<file path="config.mk">
export PLATFORM = sky130hd
export DESIGN_NAME = branch_resolve_unit
export DESIGN_NICKNAME = d
export VERILOG_FILES = /design/src/rtl/branch_pkg.sv /design/src/rtl/branch_bht.sv /design/src/rtl/branch_resolve_unit.sv
export SDC_FILE = /design/constraint.sdc
export NUM_CORES = 1
export LEC_CHECK = 0
export ABC_AREA = 1
export CAP_MARGIN = 0
export CORE_MARGIN = 2
export CORE_UTILIZATION = 50
export DETAILED_ROUTE_END_ITERATION = 6
export PLACE_DENSITY_LB_ADDON = 0.3
export SETUP_SLACK_MARGIN = 0.3
export SLEW_MARGIN = 20
export SYNTH_ARGS = -nofsm -noshare
export SYNTH_HDL_FRONTEND = slang
export SYNTH_SLANG_ARGS = --single-unit
</file>
<file path="constraint.sdc">
create_clock -name clk -period 5.3 [get_ports clk]
set_input_delay 0.53 -clock clk [delete_from_list [all_inputs] [get_ports clk]]
set_output_delay 0.53 -clock clk [all_outputs]
set_load 0.05 [all_outputs]
</file>
<file path="src/rtl/branch_pkg.sv">
// Shared constants, counter encodings and FSM states for the branch resolve unit.
package branch_pkg;

  localparam logic [2:0] FUNCT3_BRANCH_BEQ  = 3'b000;
  localparam logic [2:0] FUNCT3_BRANCH_BNE  = 3'b001;
  localparam logic [2:0] FUNCT3_BRANCH_BLT  = 3'b100;
  localparam logic [2:0] FUNCT3_BRANCH_BGE  = 3'b101;
  localparam logic [2:0] FUNCT3_BRANCH_BLTU = 3'b110;
  localparam logic [2:0] FUNCT3_BRANCH_BGEU = 3'b111;

  localparam logic [1:0] CTR_SNT = 2'b00;
  localparam logic [1:0] CTR_WNT = 2'b01;
  localparam logic [1:0] CTR_WT  = 2'b10;
  localparam logic [1:0] CTR_ST  = 2'b11;

  typedef enum logic {
    INIT = 1'b0,
    RUN  = 1'b1
  } bru_state_e;

  // Saturating step of a 2-bit direction counter.
  function automatic logic [1:0] ctr_step(input logic [1:0] ctr, input logic taken);
    if (taken) begin
      return (ctr == CTR_ST) ? CTR_ST : ctr + 2'b01;
    end
    return (ctr == CTR_SNT) ? CTR_SNT : ctr - 2'b01;
  endfunction

endpackage

</file>
<file path="src/rtl/branch_bht.sv">
// Branch history table: 2-bit counters, combinational read, one synchronous write port
// shared by the init sweep (priority) and the saturating training update.
module branch_bht
  import branch_pkg::*;
#(
  parameter int         DEPTH    = 64,
  parameter int         IDX_W    = 6,
  parameter logic [1:0] INIT_VAL = CTR_WNT
) (
  input  logic             clk,
  input  logic [IDX_W-1:0] rd_idx,
  output logic [1:0]       rd_ctr,
  input  logic             init_en,
  input  logic [IDX_W-1:0] init_idx,
  input  logic             upd_en,
  input  logic [IDX_W-1:0] upd_idx,
  input  logic             upd_taken
);

  logic [1:0]       ctr_mem [DEPTH];
  logic             wr_en;
  logic [IDX_W-1:0] wr_idx;
  logic [1:0]       wr_data;

  always_comb begin
    wr_en   = init_en | upd_en;
    wr_idx  = upd_idx;
    wr_data = ctr_step(ctr_mem[upd_idx], upd_taken);
    if (init_en) begin
      wr_idx  = init_idx;
      wr_data = INIT_VAL;
    end
  end

  always_ff @(posedge clk) begin
    if (wr_en) begin
      ctr_mem[wr_idx] <= wr_data;
    end
  end

  assign rd_ctr = ctr_mem[rd_idx];

endmodule

</file>
<file path="src/rtl/branch_resolve_unit.sv">
// Fetch-time branch prediction plus EX-stage branch/jump resolution and redirect.
// Optional statistics counters are built when BRANCH_STATS_EN is defined.
module branch_resolve_unit
  import branch_pkg::*;
#(
  parameter int         XLEN      = 32,
  parameter int         BHT_DEPTH = 64,
  parameter logic [1:0] CTR_INIT  = CTR_WNT,
  parameter int         STAT_W    = 32
) (
  input  logic              clk,
  input  logic              rst_n,
  input  logic [XLEN-1:0]   if_pc,
  output logic              if_pred_taken,
  output logic              ready,
  input  logic              ex_valid,
  input  logic              ex_branch,
  input  logic              ex_jump,
  input  logic [2:0]        ex_funct3,
  input  logic [XLEN-1:0]   ex_rs1,
  input  logic [XLEN-1:0]   ex_rs2,
  input  logic [XLEN-1:0]   ex_pc,
  input  logic [XLEN-1:0]   ex_imm,
  input  logic [XLEN-1:0]   ex_jump_target,
  input  logic              ex_pred_taken,
  output logic              ex_taken,
  output logic              ex_redirect,
  output logic [XLEN-1:0]   ex_redirect_pc,
  output logic              ex_illegal,
  output logic [STAT_W-1:0] stat_branches,
  output logic [STAT_W-1:0] stat_mispred
);

  localparam int IDX_W = $clog2(BHT_DEPTH);

  bru_state_e       state_reg, state_next;
  logic [IDX_W-1:0] sweep_idx_reg, sweep_idx_next;

  always_ff @(posedge clk) begin
    if (!rst_n) begin
      state_reg     <= INIT;
      sweep_idx_reg <= '0;
    end else begin
      state_reg     <= state_next;
      sweep_idx_reg <= sweep_idx_next;
    end
  end

  always_comb begin
    state_next     = state_reg;
    sweep_idx_next = sweep_idx_reg;
    case (state_reg)
      INIT: begin
        sweep_idx_next = sweep_idx_reg + IDX_W'(1);
        if (sweep_idx_reg == IDX_W'(BHT_DEPTH - 1)) begin
          state_next = RUN;
        end
      end
      default: ;
    endcase
  end

  assign ready = (state_reg == RUN);

  logic eq, lt, ltu, cond, upd_en;
  logic [1:0] rd_ctr;

  assign eq  = (ex_rs1 == ex_rs2);
  assign lt  = ($signed(ex_rs1) < $signed(ex_rs2));
  assign ltu = (ex_rs1 < ex_rs2);

  always_comb begin
    cond = 1'b0;
    case (ex_funct3)
      FUNCT3_BRANCH_BEQ:  cond = eq;
      FUNCT3_BRANCH_BNE:  cond = !eq;
      FUNCT3_BRANCH_BLT:  cond = lt;
      FUNCT3_BRANCH_BGE:  cond = !lt;
      FUNCT3_BRANCH_BLTU: cond = ltu;
      FUNCT3_BRANCH_BGEU: cond = !ltu;
      default:            cond = 1'b0;
    endcase
  end

  assign ex_illegal = ex_valid && ex_branch && ((ex_funct3[2:1] == 2'b01) || ex_jump);

  // Resolution never consults the table, so it is correct during the init sweep too.
  always_comb begin
    ex_taken       = 1'b0;
    ex_redirect    = 1'b0;
    ex_redirect_pc = ex_pc + XLEN'(4);
    if (ex_valid && !ex_illegal) begin
      if (ex_branch) begin
        ex_taken    = cond;
        ex_redirect = (cond != ex_pred_taken);
        if (cond) begin
          ex_redirect_pc = ex_pc + ex_imm;
        end
      end else if (ex_jump) begin
        ex_taken       = 1'b1;
        ex_redirect    = 1'b1;
        ex_redirect_pc = {ex_jump_target[XLEN-1:1], 1'b0};
      end
    end
  end

  assign upd_en = rst_n && ready && ex_valid && ex_branch && !ex_illegal;

  branch_bht #(
    .DEPTH    (BHT_DEPTH),
    .IDX_W    (IDX_W),
    .INIT_VAL (CTR_INIT)
  ) u_bht (
    .clk       (clk),
    .rd_idx    (if_pc[IDX_W+1:2]),
    .rd_ctr    (rd_ctr),
    .init_en   (state_reg == INIT),
    .init_idx  (sweep_idx_reg),
    .upd_en    (upd_en),
    .upd_idx   (ex_pc[IDX_W+1:2]),
    .upd_taken (cond)
  );

  assign if_pred_taken = ready && (rd_ctr >= CTR_WT);

`ifdef BRANCH_STATS_EN
  logic [STAT_W-1:0] stat_branches_reg, stat_mispred_reg;

  always_ff @(posedge clk) begin
    if (!rst_n) begin
      stat_branches_reg <= '0;
      stat_mispred_reg  <= '0;
    end else if (upd_en) begin
      stat_branches_reg <= stat_branches_reg + STAT_W'(1);
      if (ex_redirect) begin
        stat_mispred_reg <= stat_mispred_reg + STAT_W'(1);
      end
    end
  end

  assign stat_branches = stat_branches_reg;
  assign stat_mispred  = stat_mispred_reg;
`else
  assign stat_branches = '0;
  assign stat_mispred  = '0;
`endif

  logic unused_bits;
  assign unused_bits = ^{if_pc[XLEN-1:IDX_W+2], if_pc[1:0], ex_jump_target[0]};

endmodule

</file>
==> results.rst, run 1 <==
.. list-table::
   :header-rows: 1

   * - Metric
     - Value
   * - Total of fill cells in the finished design
     - 2120
   * - HPWL Detailed
     - 30350 µm
   * - Clock tree from TritonCTS
     - yes
   * - Worst hold slack
     - 0.4828 ns
   * - Peak per-stage delay on the critical path
     - 0.80 ns
   * - Post-layout power
     - 0.003462 W
   * - Floorplan die width
     - 157.2 µm
   * - Biggest fanout along the worst timing path
     - 12
   * - Std-Cell Core Area
     - 0.02326 mm²
   * - Measured slew at the worst slew-check pin
     - 1.048 ns
   * - Most common library cell in the layout ignoring fill and taps
     - nand2_1
   * - Worst path cell trace
     - clkdlybuf4s50_1 > inv_1 > nor2_1 > nand2_1 > nor3_2 > nand4_1 > nor3_1 > xor2_1 > or2_2 > nand2_1 > nand2_1 > clkdlybuf4s50_1
   * - Number of warning messages in the yosys log
     - 0
   * - Critical Path Slowest Stage Cell
     - clkdlybuf4s50_1
   * - Required arrival time at the worst endpoint
     - 4.77 ns
   * - TritonCTS Sinks
     - 135
   * - Depth of the CTS H-tree
     - 4
   * - Global placer's final weighted congestion
     - 1.023
   * - Endpoint kind of the worst setup timing path
     - output port
   * - Vertical die dimension
     - 157.2 µm
   * - Maximum achievable frequency
     - 216.2 MHz
   * - Area share of the leading cell type in the synthesized netlist
     - 32.75%
   * - Post-CTS Repair Setup Buffers
     - 0
   * - Share of final-layout standard cells stronger than drive strength 1
     - 7.004%
   * - Area of the die
     - 0.02471 mm²
   * - Number of input and output port buffers inserted
     - 210
   * - Max-slew violation total from the final report
     - 0
   * - Final worst-path setup slack
     - 0.6748 ns
   * - Total of flip-flops plus latches after synthesis
     - 135
   * - Fin crit share
     - 87.27%
   * - Max Buffers Root-to-Sink
     - 2
   * - Wire length per cell
     - 18.78 µm
   * - Type of the tightest min-delay check
     - flop to flop
   * - First-pass DRT Iterations
     - 7
   * - Largest voltage drop on the vdd net
     - 0.3593 mV
   * - Global-route wire length before repair
     - 59770 µm
   * - Most used flip-flop cell after synthesis
     - edfxtp_1
   * - Netlist area before placement
     - 0.01174 mm²
   * - Cell count after synthesis
     - 1593
   * - Startpoint class of the critical path
     - primary input
   * - Most frequent cell on the critical path
     - nand2_1
   * - Number of nets in the finished design
     - 2054
   * - Number of different library cells in the post-synthesis netlist
     - 56
   * - Max_cap viols
     - 0
   * - Vias per cell
     - 5.644
   * - Crit path time final
     - 4.625 ns
   * - Skew-Pair Late Insertion Delay
     - 0.42 ns
   * - Largest net degree at the start of global routing
     - 65
   * - Overall via count from detail_route
     - 11960
   * - Cell area after placement
     - 0.01388 mm²
   * - Async SR Flop Fraction
     - 0%
   * - Worst max-slew margin expressed relative to the limit
     - 30.06%
   * - Synth top area cells
     - edfxtp_1 33%, nand2_1 10%, ha_1 6.9%
   * - Clock transition at the register clock pins on the worst setup and hold paths after CTS
     - 0.05 ns
   * - Cell family with most CP delay
     - buffers and inverters
   * - EDFF count, synth
     - 128
   * - Total setup violations reported at the end of the flow
     - 0
   * - Initial Util
     - 50.45%
   * - Max reg flops
     - 128
   * - Leakage power
     - 6.238 nW
   * - Critical Setup Path Class
     - primary input to output port
   * - Sum of routed wire length over all layers
     - 39790 µm
   * - # rows
     - 56
   * - Vias in the first global route
     - 11210
   * - Worst path bufs/invs
     - 3
   * - Number of buffers inserted by hold repair at cts
     - 0
   * - Total CTS buffers
     - 17
   * - Synth-to-Final Area Change
     - 23.25%
   * - Post-route cell area
     - 0.01446 mm²
   * - Number of top-level design ports
     - 302
   * - Antenna violations before repair
     - 0
   * - Root Driver
     - clkbuf_16
   * - Worst clock skew
     - 0.005989 ns
   * - RSZ-0062 raised after global routing
     - no
   * - Resized Gates After CTS
     - 0
   * - Mean post-synth cell area
     - 7.367 µm²
   * - Power per cell area
     - 239.4 mW/mm²
   * - Top library cells by usage in the layout, fill and taps aside
     - 319 x nand2_1, 209 x nor2_1, 196 x clkdlybuf4s50_1
   * - Count of antenna-violating nets left after detailed routing
     - 0
   * - Result of the run
     - finished, final reports clean
   * - Global-route congestion overflow total
     - 0
   * - Setup slack after placement
     - 0.6979 ns
   * - Number of DRC violations after detailed routing
     - 0
   * - Setup TNS Final
     - 0 ns
   * - Total routing resource utilization after global routing
     - 31.56%
   * - Largest area contributor in the netlist
     - edfxtp_1
   * - Critical Path AT
     - 4.10 ns
   * - Sequential cell area fraction in the yosys report
     - 33.95%
   * - Final Hold Viols
     - 0
   * - Number of DRC markers after the initial detailed-route iteration
     - 1178
cells in the mapped netlist (all sizes together) (18+ instances only):
library cell / number
nand2: 344
nor2: 220
inv: 177
edfxtp: 128
nand3: 121
o21ai: 107
a21oi: 105
buf: 92
ha: 65
xor2: 38
clkbuf: 26
nand4: 25
nor3: 22
o221ai: 18
worst min-delay path: cells and delay by family, from the launching register on:
family,cells,cell delay (ns)
flip-flops,1,0.31
buffers and inverters,1,0.06
AO/OA/AOI/OAI,1,0.06
path summary, 6_finish.rpt:
kind	start	endpoint	slack [ns]	cells after the start
worst max-delay path	ex_pc[5]	ex_redirect_pc[19]	0.67	12
worst max register to register	u_bht.ctr_mem[17][1]	u_bht.ctr_mem[58][1]	2.81	11
worst min register to register	sweep_idx_reg[1]	sweep_idx_reg[1]	0.48	2
worst min-delay path	sweep_idx_reg[1]	sweep_idx_reg[1]	0.48	2
area by class of cell:
| cell class | count | area (µm²) | area share (%) |
|---|---|---|---|
| Multi-Input combinational cell | 1226 | 6571 | 45.43 |
| Sequential cell | 135 | 3984 | 27.54 |
| Timing Repair Buffer | 230 | 2252 | 15.57 |
| Inverter | 177 | 669.4 | 4.628 |
| Clock buffer | 18 | 429.2 | 2.967 |
| Tap cell | 319 | 399.1 | 2.760 |
| Clock inverter | 13 | 156.4 | 1.081 |
| Antenna cell | 1 | 2.502 | 0.01730 |
metrics by stage:
stage	util, %	cells
2_1_floorplan	-	1656
3_3_place_gp	59.65	2087
3_5_place_dp	59.65	2087
4_1_cts	62.17	2118
5_1_grt	62.17	2118
6_report	62.18	2119
cell families after synthesis:
family | count (synthesis) | synth area share, %
simple gates | 752 | 28.32
compound gates | 296 | 14.78
xor+xnor | 48 | 3.646
flops | 135 | 33.95
buf+inv | 295 | 12.18
other cells | 1 | 0.03196
fa+ha+maj | 66 | 7.101
layer usage:
layer  routed length (µm)  vias to the layer above  share of wire [%]  track usage [%]
li1                     -                     5654                  -                -
met1                14920                     5519                 38            37.57
met2                19340                      651                 49            55.08
met3                 3499                      136                8.8            4.983
met4                 2026                        0                5.1            16.15
met5                    0                        -                  0                0
power by group:
group          switching (W)  total, W  internal (W)  leakage, nW
Sequential        0.00000295   0.00116       0.00116         1.22
Clock               0.000433   0.00117      0.000733        0.277
Combinational       0.000748   0.00114      0.000389         4.74
No activity file was read; power rests on OpenSTA's default activity.
==> inputs of run 2 (changes only) <==
--- a/config.mk
+++ b/config.mk
@@ -7,6 +7,7 @@
 export LEC_CHECK = 0
 export ABC_AREA = 1
 export CAP_MARGIN = 0
+export CORE_ASPECT_RATIO = 0.75
 export CORE_MARGIN = 2
 export CORE_UTILIZATION = 50
 export DETAILED_ROUTE_END_ITERATION = 6
==> results.rst, run 2 (synthesis results as in run 1) <==
.. list-table::
   :header-rows: 1

   * - Metric
     - Value
   * - Global-route congestion overflow total
     - 0 (unchanged)
   * - Root Driver
     - clkbuf_16 (unchanged)
   * - TritonCTS Sinks
     - 135 (unchanged)
   * - Number of nets in the finished design
     - 2049 (was 2054)
   * - Area taken by multi-input logic gates
     - 0.006571 mm² (unchanged)
   * - Worst path cell trace
     - clkdlybuf4s50_1 > ha_1 > inv_1 > fa_1 > nand3b_1 > nand2_1 > a21oi_1 > o21ai_0 > nand2_1 > nand3_1 > xor2_1 > nand3_1 > nand3_1 > nand2_1 > inv_1 > buf_12 (was clkdlybuf4s50_1 > inv_1 > nor2_1 > nand2_1 > nor3_2 > nand4_1 > nor3_1 > xor2_1 > or2_2 > nand2_1 > nand2_1 > clkdlybuf4s50_1)
   * - Total setup violations reported at the end of the flow
     - 0 (unchanged)
   * - Power per cell area
     - 239.9 mW/mm² (was 239.4 mW/mm²)
   * - Max-slew violation total from the final report
     - 0 (unchanged)
   * - Vias in the first global route
     - 10800 (was 11210)
   * - Top library cells by usage in the layout, fill and taps aside
     - 319 x nand2_1, 209 x nor2_1, 191 x clkdlybuf4s50_1 (was 319 x nand2_1, 209 x nor2_1, 196 x clkdlybuf4s50_1)
   * - Number of top-level design ports
     - 302 (unchanged)
   * - Synth-to-Final Area Change
     - 22.69% (was 23.25%)
   * - Wire length per cell
     - 19.24 µm (was 18.78 µm)
   * - Worst clock skew
     - 0.007980 ns (was 0.005989 ns)
   * - Startpoint class of the critical path
     - primary input (unchanged)
   * - Area of the die
     - 0.02472 mm² (was 0.02471 mm²)
   * - Skew-Pair Late Insertion Delay
     - 0.42 ns (about the same)
   * - Maximum achievable frequency
     - 218.6 MHz (was 216.2 MHz)
   * - Max Buffers Root-to-Sink
     - 2 (unchanged)
   * - RSZ-0062 raised after global routing
     - no (unchanged)
   * - First-pass DRT Iterations
     - 6 (was 7)
   * - Critical Path Slowest Stage Cell
     - o21ai_0 (was clkdlybuf4s50_1)
   * - Number of input and output port buffers inserted
     - 210 (unchanged)
   * - Resized Gates After CTS
     - 0 (unchanged)
   * - Critical Setup Path Class
     - primary input to output port (unchanged)
   * - Initial Util
     - 51.02% (was 50.45%)
   * - Vias per cell
     - 5.796 (was 5.644)
   * - Cell area after placement
     - 0.01381 mm² (was 0.01388 mm²)
   * - Post-route cell area
     - 0.01440 mm² (was 0.01446 mm²)
   * - Reg-to-Reg Start
     - ready (was u_bht.ctr_mem[17][1])
   * - Depth of the CTS H-tree
     - 4 (unchanged)
   * - Total routing resource utilization after global routing
     - 31.12% (was 31.56%)
   * - Count of antenna-violating nets left after detailed routing
     - 0 (unchanged)
   * - Antenna violations before repair
     - 1 (was 0)
   * - Worst max-slew margin expressed relative to the limit
     - 33.33% (was 30.06%)
   * - Std-Cell Core Area
     - 0.02300 mm² (was 0.02326 mm²)
   * - Most common library cell in the layout ignoring fill and taps
     - nand2_1 (unchanged)
   * - Floorplan die width
     - 180.9 µm (was 157.2 µm)
   * - Type of the tightest min-delay check
     - flop to flop (unchanged)
   * - Total CTS buffers
     - 17 (unchanged)
   * - Vertical die dimension
     - 136.7 µm (was 157.2 µm)
   * - Clock tree from TritonCTS
     - yes (unchanged)
   * - Leakage power
     - 6.244 nW (was 6.238 nW)
   * - Storage element area
     - 0.003984 mm² (unchanged)
   * - Largest voltage drop on the vdd net
     - 0.1956 mV (was 0.3593 mV)
   * - Biggest fanout along the worst timing path
     - 4 (was 12)
   * - Worst Min Path Start
     - sweep_idx_reg[1] (unchanged)
   * - HPWL Detailed
     - 30170 µm (was 30350 µm)
   * - Peak per-stage delay on the critical path
     - 0.58 ns (was 0.80 ns)
   * - Number of DRC markers after the initial detailed-route iteration
     - 1370 (was 1178)
   * - Endpoint kind of the worst setup timing path
     - output port (unchanged)
   * - Setup TNS Final
     - 0 ns (unchanged)
   * - Number of buffers inserted by hold repair at cts
     - 0 (unchanged)
   * - Global placer's final weighted congestion
     - 0.9718 (was 1.023)
   * - # rows
     - 48 (was 56)
   * - Global-route wire length before repair
     - 59040 µm (was 59770 µm)
   * - Measured slew at the worst slew-check pin
     - 0.9990 ns (was 1.048 ns)
   * - Crit path time final
     - 4.575 ns (was 4.625 ns)
   * - Overall via count from detail_route
     - 12160 (was 11960)
   * - Post-CTS Repair Setup Buffers
     - 0 (unchanged)
   * - Final Hold Viols
     - 0 (unchanged)
   * - Worst setup startpoint
     - ex_pc[0] (was ex_pc[5])
   * - Clock transition at the register clock pins on the worst setup and hold paths after CTS
     - 0.06 ns (was 0.05 ns)
   * - Max_cap viols
     - 0 (unchanged)
   * - Critical Path AT
     - 4.04 ns (was 4.10 ns)
   * - Result of the run
     - finished, final reports clean (unchanged)
   * - Required arrival time at the worst endpoint
     - 4.77 ns (about the same)
   * - Sum of routed wire length over all layers
     - 40360 µm (was 39790 µm)
   * - Largest net degree at the start of global routing
     - 65 (unchanged)
   * - Total of fill cells in the finished design
     - 2011 (was 2120)
   * - Number of DRC violations after detailed routing
     - 0 (unchanged)
   * - Share of final-layout standard cells stronger than drive strength 1
     - 7.242% (was 7.004%)
   * - Fin crit share
     - 86.32% (was 87.27%)
   * - Max reg flops
     - 128 (unchanged)
   * - Worst hold slack
     - 0.4815 ns (was 0.4828 ns)
-- run 2: per-stage QoR --
step           utilization (%)  worst slack (ns)  instances  total power [W]
6_report                 62.59            0.7251       2098         0.003453
4_1_cts                  62.56            0.7707       2095         0.003427
3_3_place_gp             60.06            0.8065       2063         0.002297
5_1_grt                  62.57            0.5470       2096         0.003582
2_1_floorplan                -             1.285       1656         0.001951
3_5_place_dp             60.06            0.7779       2063         0.002311
-- run 2: path summary, 6_finish.rpt --
kind | to | slack [ns] | depth (start not counted)
hold / removal | sweep_idx_reg[1] | 0.48 | 2
setup / recovery | ex_redirect_pc[22] | 0.73 | 16
setup reg to reg | u_bht.ctr_mem[51][0] | 2.60 | 4
hold reg to reg | sweep_idx_reg[1] | 0.48 | 2
-- run 2: area by class of cell --
class                           instances  share of cell area [%]
Antenna cell                            3                 0.05214
Inverter                              177                   4.649
Clock inverter                         11                  0.4258
Tap cell                              300                   2.607
Multi-Input combinational cell       1226                   45.64
Sequential cell                       135                   27.67
Clock buffer                           21                   3.572
Timing Repair Buffer                  225                   15.38
-- run 2: layer usage --
metal  up-vias  wire (µm)  share of wire, %  GRT usage [%]
met5         -          0                 0              0
li1       5646          -                 -              -
met1      5588      16400                41          43.49
met3        83       5482                14          8.542
met4         0        813               2.0          8.557
met2       842      17660                44          47.57
-- run 2: worst max-delay path: cells and delay by family --
family | cells | cell delay (ns)
compound gates | 2 | 0.77
simple gates | 7 | 0.88
fa+ha+maj | 2 | 0.58
buf+inv | 4 | 0.80
xor+xnor | 1 | 0.50
-- run 2: power breakdown --
| group | internal (W) | total, W | switching [W] |
|---|---|---|---|
| logic | 0.000387 | 0.00116 | 0.000775 |
| registers | 0.00116 | 0.00116 | 0.00000281 |
| clock network | 0.000689 | 0.00113 | 0.000444 |
| total | 0.00223 | 0.00345 | 0.00122 |
==> inputs of run 3 (changes only) <==
--- a/config.mk
+++ b/config.mk
@@ -6,11 +6,12 @@
 export NUM_CORES = 1
 export LEC_CHECK = 0
 export ABC_AREA = 1
-export CAP_MARGIN = 0
+export CAP_MARGIN = 20
 export CORE_ASPECT_RATIO = 0.75
 export CORE_MARGIN = 2
-export CORE_UTILIZATION = 50
+export CORE_UTILIZATION = 51
 export DETAILED_ROUTE_END_ITERATION = 6
+export HOLD_SLACK_MARGIN = 0.1
 export PLACE_DENSITY_LB_ADDON = 0.3
 export SETUP_SLACK_MARGIN = 0.3
 export SLEW_MARGIN = 20
==> results.rst, run 3 (synthesis results as in run 1) <==
.. list-table::
   :header-rows: 1

   * - Metric
     - Value
   * - Placed cells
     - 2065 (was 2063)
   * - Cell area after placement
     - 0.01383 mm² (was 0.01381 mm²)
   * - Vias per cell
     - 5.724 (was 5.796)
   * - Total routing resource utilization after global routing
     - 32.71% (was 31.12%)
   * - Power per cell area
     - 248.8 mW/mm² (was 239.9 mW/mm²)
   * - Synth-to-Final Area Change
     - 23.31% (was 22.69%)
   * - Wire length per cell
     - 19.25 µm (was 19.24 µm)
   * - Measured slew at the worst slew-check pin
     - 0.8468 ns (was 0.9990 ns)
   * - Overall via count from detail_route
     - 12010 (was 12160)
   * - Std-Cell Core Area
     - 0.02282 mm² (was 0.02300 mm²)
   * - Required arrival time at the worst endpoint
     - 4.77 ns (about the same)
   * - Antenna violations before repair
     - 1 (unchanged)
   * - Global placer's final weighted congestion
     - 0.9842 (was 0.9718)
   * - Largest net degree at the start of global routing
     - 65 (unchanged)
   * - Worst clock skew
     - 0.01047 ns (was 0.007980 ns)
   * - Number of nets in the finished design
     - 2051 (was 2049)
   * - Area taken by multi-input logic gates
     - 0.006571 mm² (unchanged)
   * - Number of DRC markers after the initial detailed-route iteration
     - 1374 (was 1370)
   * - Fin crit share
     - 87.43% (was 86.32%)
   * - Global-route congestion overflow total
     - 0 (unchanged)
   * - Endpoint kind of the worst setup timing path
     - output port (unchanged)
   * - Final std cells w/o fill
     - 2098 (unchanged)
   * - Critical Path AT
     - 4.10 ns (was 4.04 ns)
   * - Total setup violations reported at the end of the flow
     - 0 (unchanged)
   * - Post-layout power
     - 0.003600 W (was 0.003453 W)
   * - Worst max-slew margin expressed relative to the limit
     - 43.48% (was 33.33%)
   * - Post-CTS Repair Setup Buffers
     - 0 (unchanged)
   * - Clock tree from TritonCTS
     - yes (unchanged)
   * - Setup TNS Final
     - 0 ns (unchanged)
   * - TritonCTS Sinks
     - 135 (unchanged)
   * - Max Buffers Root-to-Sink
     - 2 (unchanged)
   * - RSZ-0062 raised after global routing
     - no (unchanged)
   * - Biggest fanout along the worst timing path
     - 4 (unchanged)
   * - # rows
     - 48 (unchanged)
   * - Startpoint class of the critical path
     - primary input (unchanged)
   * - Storage element area
     - 0.003984 mm² (unchanged)
   * - Count of antenna-violating nets left after detailed routing
     - 0 (unchanged)
   * - Largest voltage drop on the vdd net
     - 0.2791 mV (was 0.1956 mV)
   * - Leakage power
     - 6.262 nW (was 6.244 nW)
   * - Global-route wire length before repair
     - 60120 µm (was 59040 µm)
   * - Share of final-layout standard cells stronger than drive strength 1
     - 7.123% (was 7.242%)
   * - Max_cap viols
     - 0 (unchanged)
   * - Vias in the first global route
     - 11190 (was 10800)
   * - Number of buffers inserted by hold repair at cts
     - 0 (unchanged)
   * - Crit path time final
     - 4.634 ns (was 4.575 ns)
   * - Total of fill cells in the finished design
     - 2008 (was 2011)
   * - Result of the run
     - finished, final reports clean (unchanged)
   * - Max-slew violation total from the final report
     - 0 (unchanged)
   * - Initial Util
     - 51.42% (was 51.02%)
   * - Total CTS buffers
     - 17 (unchanged)
   * - Vertical die dimension
     - 135.4 µm (was 136.7 µm)
   * - First-pass DRT Iterations
     - 6 (unchanged)
   * - Most common library cell in the layout ignoring fill and taps
     - nand2_1 (unchanged)
   * - Floorplan die width
     - 179.2 µm (was 180.9 µm)
   * - HPWL Detailed
     - 30580 µm (was 30170 µm)
   * - Max reg flops
     - 128 (unchanged)
   * - Type of the tightest min-delay check
     - flop to flop (unchanged)
   * - Maximum achievable frequency
     - 215.8 MHz (was 218.6 MHz)
   * - Sum of routed wire length over all layers
     - 40380 µm (was 40360 µm)
   * - Number of DRC violations after detailed routing
     - 0 (unchanged)
   * - Number of top-level design ports
     - 302 (unchanged)
   * - Critical Setup Path Class
     - primary input to output port (unchanged)
   * - Resized Gates After CTS
     - 0 (unchanged)
   * - Area of the die
     - 0.02425 mm² (was 0.02472 mm²)
   * - Number of input and output port buffers inserted
     - 210 (unchanged)
   * - Depth of the CTS H-tree
     - 4 (unchanged)
   * - Root Driver
     - clkbuf_16 (unchanged)
   * - Final Hold Viols
     - 0 (unchanged)
   * - Post-route cell area
     - 0.01447 mm² (was 0.01440 mm²)
   * - Skew-Pair Late Insertion Delay
     - 0.43 ns (was 0.42 ns)
   * - Clock transition at the register clock pins on the worst setup and hold paths after CTS
     - 0.06 ns (about the same)
   * - Top library cells by usage in the layout, fill and taps aside
     - 319 x nand2_1, 209 x nor2_1, 192 x clkdlybuf4s50_1 (was 319 x nand2_1, 209 x nor2_1, 191 x clkdlybuf4s50_1)
-- run 3: area by class of cell --
cell class	count	area share (%)
multi-input cells	1226	45.41
flip-flops and latches	135	27.53
repair buffers	227	15.43
inverters	177	4.626
clock buffers	18	2.966
well taps	300	2.594
clock inverters	14	1.427
diodes	1	0.01729
-- run 3: report_power, final --
part	internal, W	total [W]	switching (W)
combinational	0.000389	0.00116	0.000775
clock	0.000830	0.00128	0.000448
sequential	0.00116	0.00116	0.00000292
total	0.00237	0.00360	0.00123
-- run 3: per-layer routing --
layer | routed length (µm) | track usage, % | up-vias
met5 | 0 | 0 | -
met4 | 1110 | 10.80 | 0
met3 | 5385 | 9.680 | 95
met2 | 17600 | 50.04 | 766
met1 | 16280 | 44.47 | 5491
li1 | - | - | 5656
-- run 3: worst paths after layout --
path                    start              endpoint  slack, ns  cells after the start
max                  ex_pc[0]    ex_redirect_pc[12]       0.67                     16
min reg2reg  sweep_idx_reg[1]      sweep_idx_reg[1]       0.48                      2
max reg2reg             ready  u_bht.ctr_mem[17][0]       2.63                      4
min          sweep_idx_reg[1]      sweep_idx_reg[1]       0.48                      2
-- run 3: stage by stage --
| step | hold WS, ns | setup slack, ns | util, % |
|---|---|---|---|
| after global placement | 0.4613 | 0.8010 | 60.61 |
| after global routing | 0.5313 | 0.4252 | 63.40 |
| final | 0.4811 | 0.6664 | 63.40 |
| after floorplan | 0.4488 | 1.285 | - |
| after detailed placement | 0.4757 | 0.7694 | 60.61 |
| after CTS | 0.4838 | 0.7655 | 63.39 |
-- run 3: critical path, cell delays in order --
cell	delay [ns]
clkdlybuf4s50_1	0.50
ha_1	0.18
inv_1	0.06
fa_1	0.39
nand3b_1	0.17
nand2_1	0.20
nand2_1	0.08
nand3_1	0.22
nand4_1	0.12
nand2_1	0.17
xor2_1	0.32
nand3_1	0.12
nand3_1	0.08
nand2_1	0.05
inv_1	0.08
clkdlybuf4s50_1	0.80
